`src/rtl/gnn_result_collector.sv`:
```
// gnn_result_collector: captures the eight GNN node scores as their ready flags assert,
// then drains them in slot order over a valid/ready stream and reports per-node class decisions.
module gnn_result_collector #(
    parameter int TIMEOUT_CYCLES = 64
) (
    input  logic               clk,
    input  logic               rst,
    input  logic               start,
    input  logic signed [20:0] out0_node0,
    input  logic signed [20:0] out0_node1,
    input  logic signed [20:0] out0_node2,
    input  logic signed [20:0] out0_node3,
    input  logic signed [20:0] out1_node0,
    input  logic signed [20:0] out1_node1,
    input  logic signed [20:0] out1_node2,
    input  logic signed [20:0] out1_node3,
    input  logic               out10_ready_node0,
    input  logic               out10_ready_node1,
    input  logic               out10_ready_node2,
    input  logic               out10_ready_node3,
    input  logic               out11_ready_node0,
    input  logic               out11_ready_node1,
    input  logic               out11_ready_node2,
    input  logic               out11_ready_node3,
    output logic signed [20:0] res_data,
    output logic        [2:0]  res_idx,
    output logic               res_miss,
    output logic               res_valid,
    input  logic               res_ready,
    output logic               busy,
    output logic               done,
    output logic               timeout,
    output logic        [3:0]  node_class
);
    typedef enum logic [1:0] {IDLE, CAPTURE, DRAIN, DONE} state_t;

    state_t             state, state_nx;
    logic signed [20:0] slot [8];
    logic signed [20:0] din  [8];
    logic signed [20:0] eff  [8];
    logic        [7:0]  rdy, mask, take, mask_nx;
    logic        [15:0] cnt;
    logic        [2:0]  ptr;
    logic        [3:0]  cls;
    logic               full, expire, fire;

    always_comb begin
        din[0] = out0_node0;
        din[1] = out1_node0;
        din[2] = out0_node1;
        din[3] = out1_node1;
        din[4] = out0_node2;
        din[5] = out1_node2;
        din[6] = out0_node3;
        din[7] = out1_node3;
        rdy = {out11_ready_node3, out10_ready_node3, out11_ready_node2, out10_ready_node2,
               out11_ready_node1, out10_ready_node1, out11_ready_node0, out10_ready_node0};
    end

    // Only the first assertion of each flag is taken; later ones leave the slot untouched.
    assign take    = (state == CAPTURE) ? (rdy & ~mask) : 8'h00;
    assign mask_nx = mask | take;
    assign full    = mask_nx == 8'hFF;
    assign expire  = cnt == 16'(TIMEOUT_CYCLES - 1);
    assign fire    = (state == DRAIN) && res_ready;

    // Missing slots score as 0 so an absent node never wins on stale data.
    always_comb begin
        for (int k = 0; k < 8; k++) eff[k] = mask[k] ? slot[k] : 21'sd0;
        for (int n = 0; n < 4; n++) cls[n] = eff[2*n+1] > eff[2*n];
    end

    always_comb begin
        state_nx = state;
        case (state)
            IDLE:    state_nx = start ? CAPTURE : IDLE;
            CAPTURE: state_nx = (full || expire) ? DRAIN : CAPTURE;
            DRAIN:   state_nx = (res_ready && ptr == 3'd7) ? DONE : DRAIN;
            default: state_nx = IDLE;
        endcase
    end

    always_ff @(posedge clk) begin
        if (rst) state <= IDLE;
        else     state <= state_nx;
    end

    always_ff @(posedge clk) begin
        if (rst) begin
            mask       <= '0;
            cnt        <= '0;
            ptr        <= '0;
            timeout    <= 1'b0;
            node_class <= '0;
            for (int k = 0; k < 8; k++) slot[k] <= '0;
        end else begin
            if (state == IDLE && start) begin
                mask       <= '0;
                cnt        <= '0;
                ptr        <= '0;
                timeout    <= 1'b0;
                node_class <= '0;
            end
            if (state == CAPTURE) begin
                mask <= mask_nx;
                cnt  <= cnt + 16'd1;
                for (int k = 0; k < 8; k++) if (take[k]) slot[k] <= din[k];
                if (!full && expire) timeout <= 1'b1;
            end
            if (fire) begin
                ptr <= ptr + 3'd1;
                if (ptr == 3'd7) node_class <= cls;
            end
        end
    end

    assign busy      = (state == CAPTURE) || (state == DRAIN);
    assign done      = state == DONE;
    assign res_valid = state == DRAIN;
    assign res_idx   = res_valid ? ptr : 3'd0;
    assign res_miss  = res_valid && !mask[ptr];
    assign res_data  = res_valid ? eff[ptr] : 21'sd0;
endmodule

```
`config.mk`:
```
export PLATFORM = sky130hd
export DESIGN_NAME = gnn_result_collector
export DESIGN_NICKNAME = d
export VERILOG_FILES = /design/src/rtl/gnn_result_collector.sv
export SDC_FILE = /design/constraint.sdc
export NUM_CORES = 1
export LEC_CHECK = 0
export CORE_ASPECT_RATIO = 0.5
export CORE_UTILIZATION = 40
export DETAILED_ROUTE_END_ITERATION = 12
export HOLD_SLACK_MARGIN = 0.08
export SYNTH_ARGS = -nofsm -noshare
export SYNTH_HDL_FRONTEND = slang
export SYNTH_SLANG_ARGS = --single-unit
```
`constraint.sdc`:
```
create_clock -name clk -period 3.85 [get_ports clk]
set_input_delay 0.385 -clock clk [delete_from_list [all_inputs] [get_ports clk]]
set_output_delay 0.385 -clock clk [all_outputs]
set_load 0.02 [all_outputs]
```
==> results by group, run 1 <==
Status
  • Status: completed

Logic synthesis
  • Synthesis Warnings: 0
  • Avg Cell Area, Syn: 10.68 um^2
  • Yosys top cell by area: edfxtp_1
  • Netlist Area Pre-Place: 0.01242 mm^2
  • Seq/Total Area, Yosys: a little under half
  • Top cell type's share of synthesized area: 40.62%
  • Top post-synthesis cells by area: edfxtp_1 41%, and2_1 12%, ha_1 9.2%
  • EDFF count, synth: 168
  • Flop and latch count out of synthesis: 202
  • Ys async rst share: 0%
  • Most used DFF post-synth: edfxtp_1
  • Most common cell in the netlist: and2_1
  • Synth top cells by count: 236 x and2_1, 168 x edfxtp_1, 126 x nand2_1, 91 x ha_1, 59 x nand3_1
  • Post-Syn Nets: 1434
  • Unique masters post-synth: 54
  • Gate Count Post-Synth: 1163

Clock tree
  • Clock root buffer: clkbuf_16
  • CTS tree: done
  • Hold_buf cts: 0
  • CTS max path bufs: 3
  • Clock Latency Late Sink: 0.52 ns
  • Cts repair resizes: 0
  • Setup repair bufs after CTS: 0
  • Num CTS Buffers: 20
  • Clk sink count: 202
  • H-tree levels: 1
  • Clk slew on worst S/H paths: 0.07 ns

Setup path
  • CP arrival: 3.14 ns
  • FF-to-FF End: slot[0][11]$_SDFFCE_PN0P_
  • Slowest cell on crit path: dfxtp_4
  • R2r setup slk: between 0.7 and 0.8 ns
  • Reg-to-Reg Start: state[1]$_SDFF_PP0_
  • Worst Setup SP: ptr[1]$_SDFFE_PP0P_
  • Crit-path max cell delay: ~0.6 ns
  • CP Capture Type: output port
  • CP startpoint kind: register
  • Worst Setup EP: res_data[0]
  • WP data required: ~3.5 ns
  • Crit Path Class: register to output port
  • Crit path max fanout: 36
  • FF-to-FF path depth: 6
  • CP cell instances: buf_4, mux2_1, mux4_2, and2_1, clkdlybuf4s50_1

Power
  • Net Sw Frac: 23.98%
  • Power share of the clock group: 39.9%
  • PD cells: 348.2 mW/mm^2
  • Net switching power of the design: 1295 uW
  • Worst VDD drop: about 0.27 mV
  • Sequential share of power: 48.1%
  • Int Power: a little over 4000 uW
  • Leakage: 0.005844 uW
  • Combinational group share of total power: 12.1%

Global route
  • Global Route met2 Usage: 36.16%
  • Overflow left after global routing: 0
  • Initial antenna violation count: 2
  • Met3 usage: 6.567%
  • M1 GR Usage: 35.61%
  • First-pass GRT wire length: 57770 um
  • Gr usage total: 24.30%
  • Largest net degree at the start of global routing: 75
  • Vias in the first global route: 9587
  • Busiest grt layer: met2

Timing
  • Achievable Freq: 284.0 MHz
  • Fin Hold WS: 0.4720 ns
  • Worst rel slew slack: between 10 and 15%
  • Post-route minimum period: 3.522 ns
  • Setup_tns: 0 ns
  • # setup viols final: 0
  • Worst-margin pin slew: 1.287 ns
  • Final period util: 91.47%
  • Slew Limit Fails: 0
  • Clock skew: 0.01750 ns
  • Fin worst setup slack: 0.3284 ns
  • Unrepaired setup endpoints after global routing: false
  • Final-report hold violation count: 0

Die
  • DIE HEIGHT: about 130 um
  • Die W: 251.2 um
  • Initial core utilization: 40.84%
  • Row count: 45
  • Core ar.: 0.03040 mm^2
  • Total I/O pin count: between 200 and 250
  • Die area: 0.03180 mm^2

Cells and area
  • Nets: 1608
  • Fin cells: 1750
  • Diodes inserted: 0
  • Area grow syn2layout: 24.87%
  • Share of cells above drive strength 1: under 10%

Placed design
  • PortBufs: 212
  • Dpl ws: 0.8503 ns
  • GPL Wtd Cong: about 0.95
  • Detailed Place HPWL: 30420 um
  • Placed Instances: 1714

Route
  • Drt total wl: 38680 um
  • DRT iter0 DRCs: between 900 and 1000
  • Routed Antenna Nets: 0
  • Wire per inst: between 20 and 25 um
  • Remaining DRCs: 0
  • Vias per inst: about 5.5
  • Vias: between 9000 and 10000
  • Drt pass-1 iters: 5

Run
  • Max cap viols: 0

Min path
  • Worst Hold Class: register to register
worst min path at each step:
stage,endpoint,cells after the start,from,slack (ns)
after floorplan,state[1]$_SDFF_PP0_,2,state[1]$_SDFF_PP0_,0.46
after global placement,node_class[3]$_SDFF_PP0_,1,node_class[3]$_SDFF_PP0_,0.45
after detailed placement,node_class[2]$_SDFF_PP0_,2,node_class[2]$_SDFF_PP0_,0.45
after CTS,node_class[2]$_SDFF_PP0_,2,node_class[2]$_SDFF_PP0_,0.47
after global routing,slot[1][41]$_SDFFCE_PN0P_,2,out1_node2[20],0.52
final,node_class[2]$_SDFF_PP0_,2,node_class[2]$_SDFF_PP0_,0.47
stage by stage:
stage / utilization, % / cell area [um^2] / total power, uW
after floorplan: - / 12420 / 2933
after global placement: 48.70 / 14810 / 3277
after detailed placement: 48.70 / 14810 / 3287
after CTS: 51.00 / 15510 / 5425
after global routing: 51.00 / 15510 / 5565
final: 51.00 / 15510 / 5400
layout make-up:
class / count / area [um^2]
sequential: 202 / 5731
clock inverter: 12 / 163.9
tap: 399 / 499.2
fill: 2736 / 14900
clock buffer: 24 / 536.8
multi-input combinational: 880 / 6317
timing repair buffer: 222 / 2217
inverter: 11 / 41.29
critical path, delay by kind of cell, from the launching register on:
kind	cells	cell delay, ns
mux	2	0.85
simple gates	1	0.17
buf+inv	2	0.99
flops	1	0.60
kinds of logic after synthesis:
| kind of cell | synth area share (%) |
|---|---|
| XOR/XNOR | 0.2822 |
| AND/OR/NAND/NOR | 24.55 |
| flip-flops | 46.11 |
| AO/OA/AOI/OAI | 7.657 |
| buffers and inverters | 3.285 |
| adder cells (fa/ha/maj) | 9.169 |
| multiplexers | 8.947 |
placed cells by master, fill, tap and decap left out, drive strengths merged, types with 3 or more instances in the layout:
master and instances:
nor3b 9, bufinv 4, and4 7, a211oi 3, a31o 6, o21a 3
a31oi 3, nor2b 45, ha 91, a311oi 4, clkdlybuf4s50 211, mux2 46
nand3b 3, xnor2 3, clkinv 7, edfxtp 168, o21bai 3, a21o 9
nor4 8, a21oi 51, and3 8, nand2 126, nand2b 6, dfxtp 34
buf 11, inv 11, nor2 33, mux4 23, o21ai 55, o211ai 5
clkbuf 24, and2 236, nand3 59, nand4 13
power groups by stage:
stage	Clock, uW	Sequential [uW]	Combinational [uW]
2_1_floorplan	0	2590	348
3_3_place_gp	0	2640	636
3_5_place_dp	0	2640	648
4_1_cts	2180	2590	650
5_1_grt	2250	2610	707
6_report	2150	2600	651
layer usage:
metal | up-vias | wire length, um
li1 | 4511 | -
met1 | 4708 | 18190
met2 | 371 | 16250
met3 | 40 | 3637
met4 | 0 | 598
met5 | - | 0
registers in the layout, summed over array words and instances, names as in the netlist:
signal,cells
timeout,1
mask,8
ptr,3
slot,168
node_class,4
cnt,16
state,2
No activity file was read; power rests on OpenSTA's default activity.
==> run 2: changes to the inputs <==
- ABC_CLOCK_PERIOD_IN_PS: default -> 3850
==> results of run 2 <==
The final DEF is identical to that of run 1; final timing and power are the same.
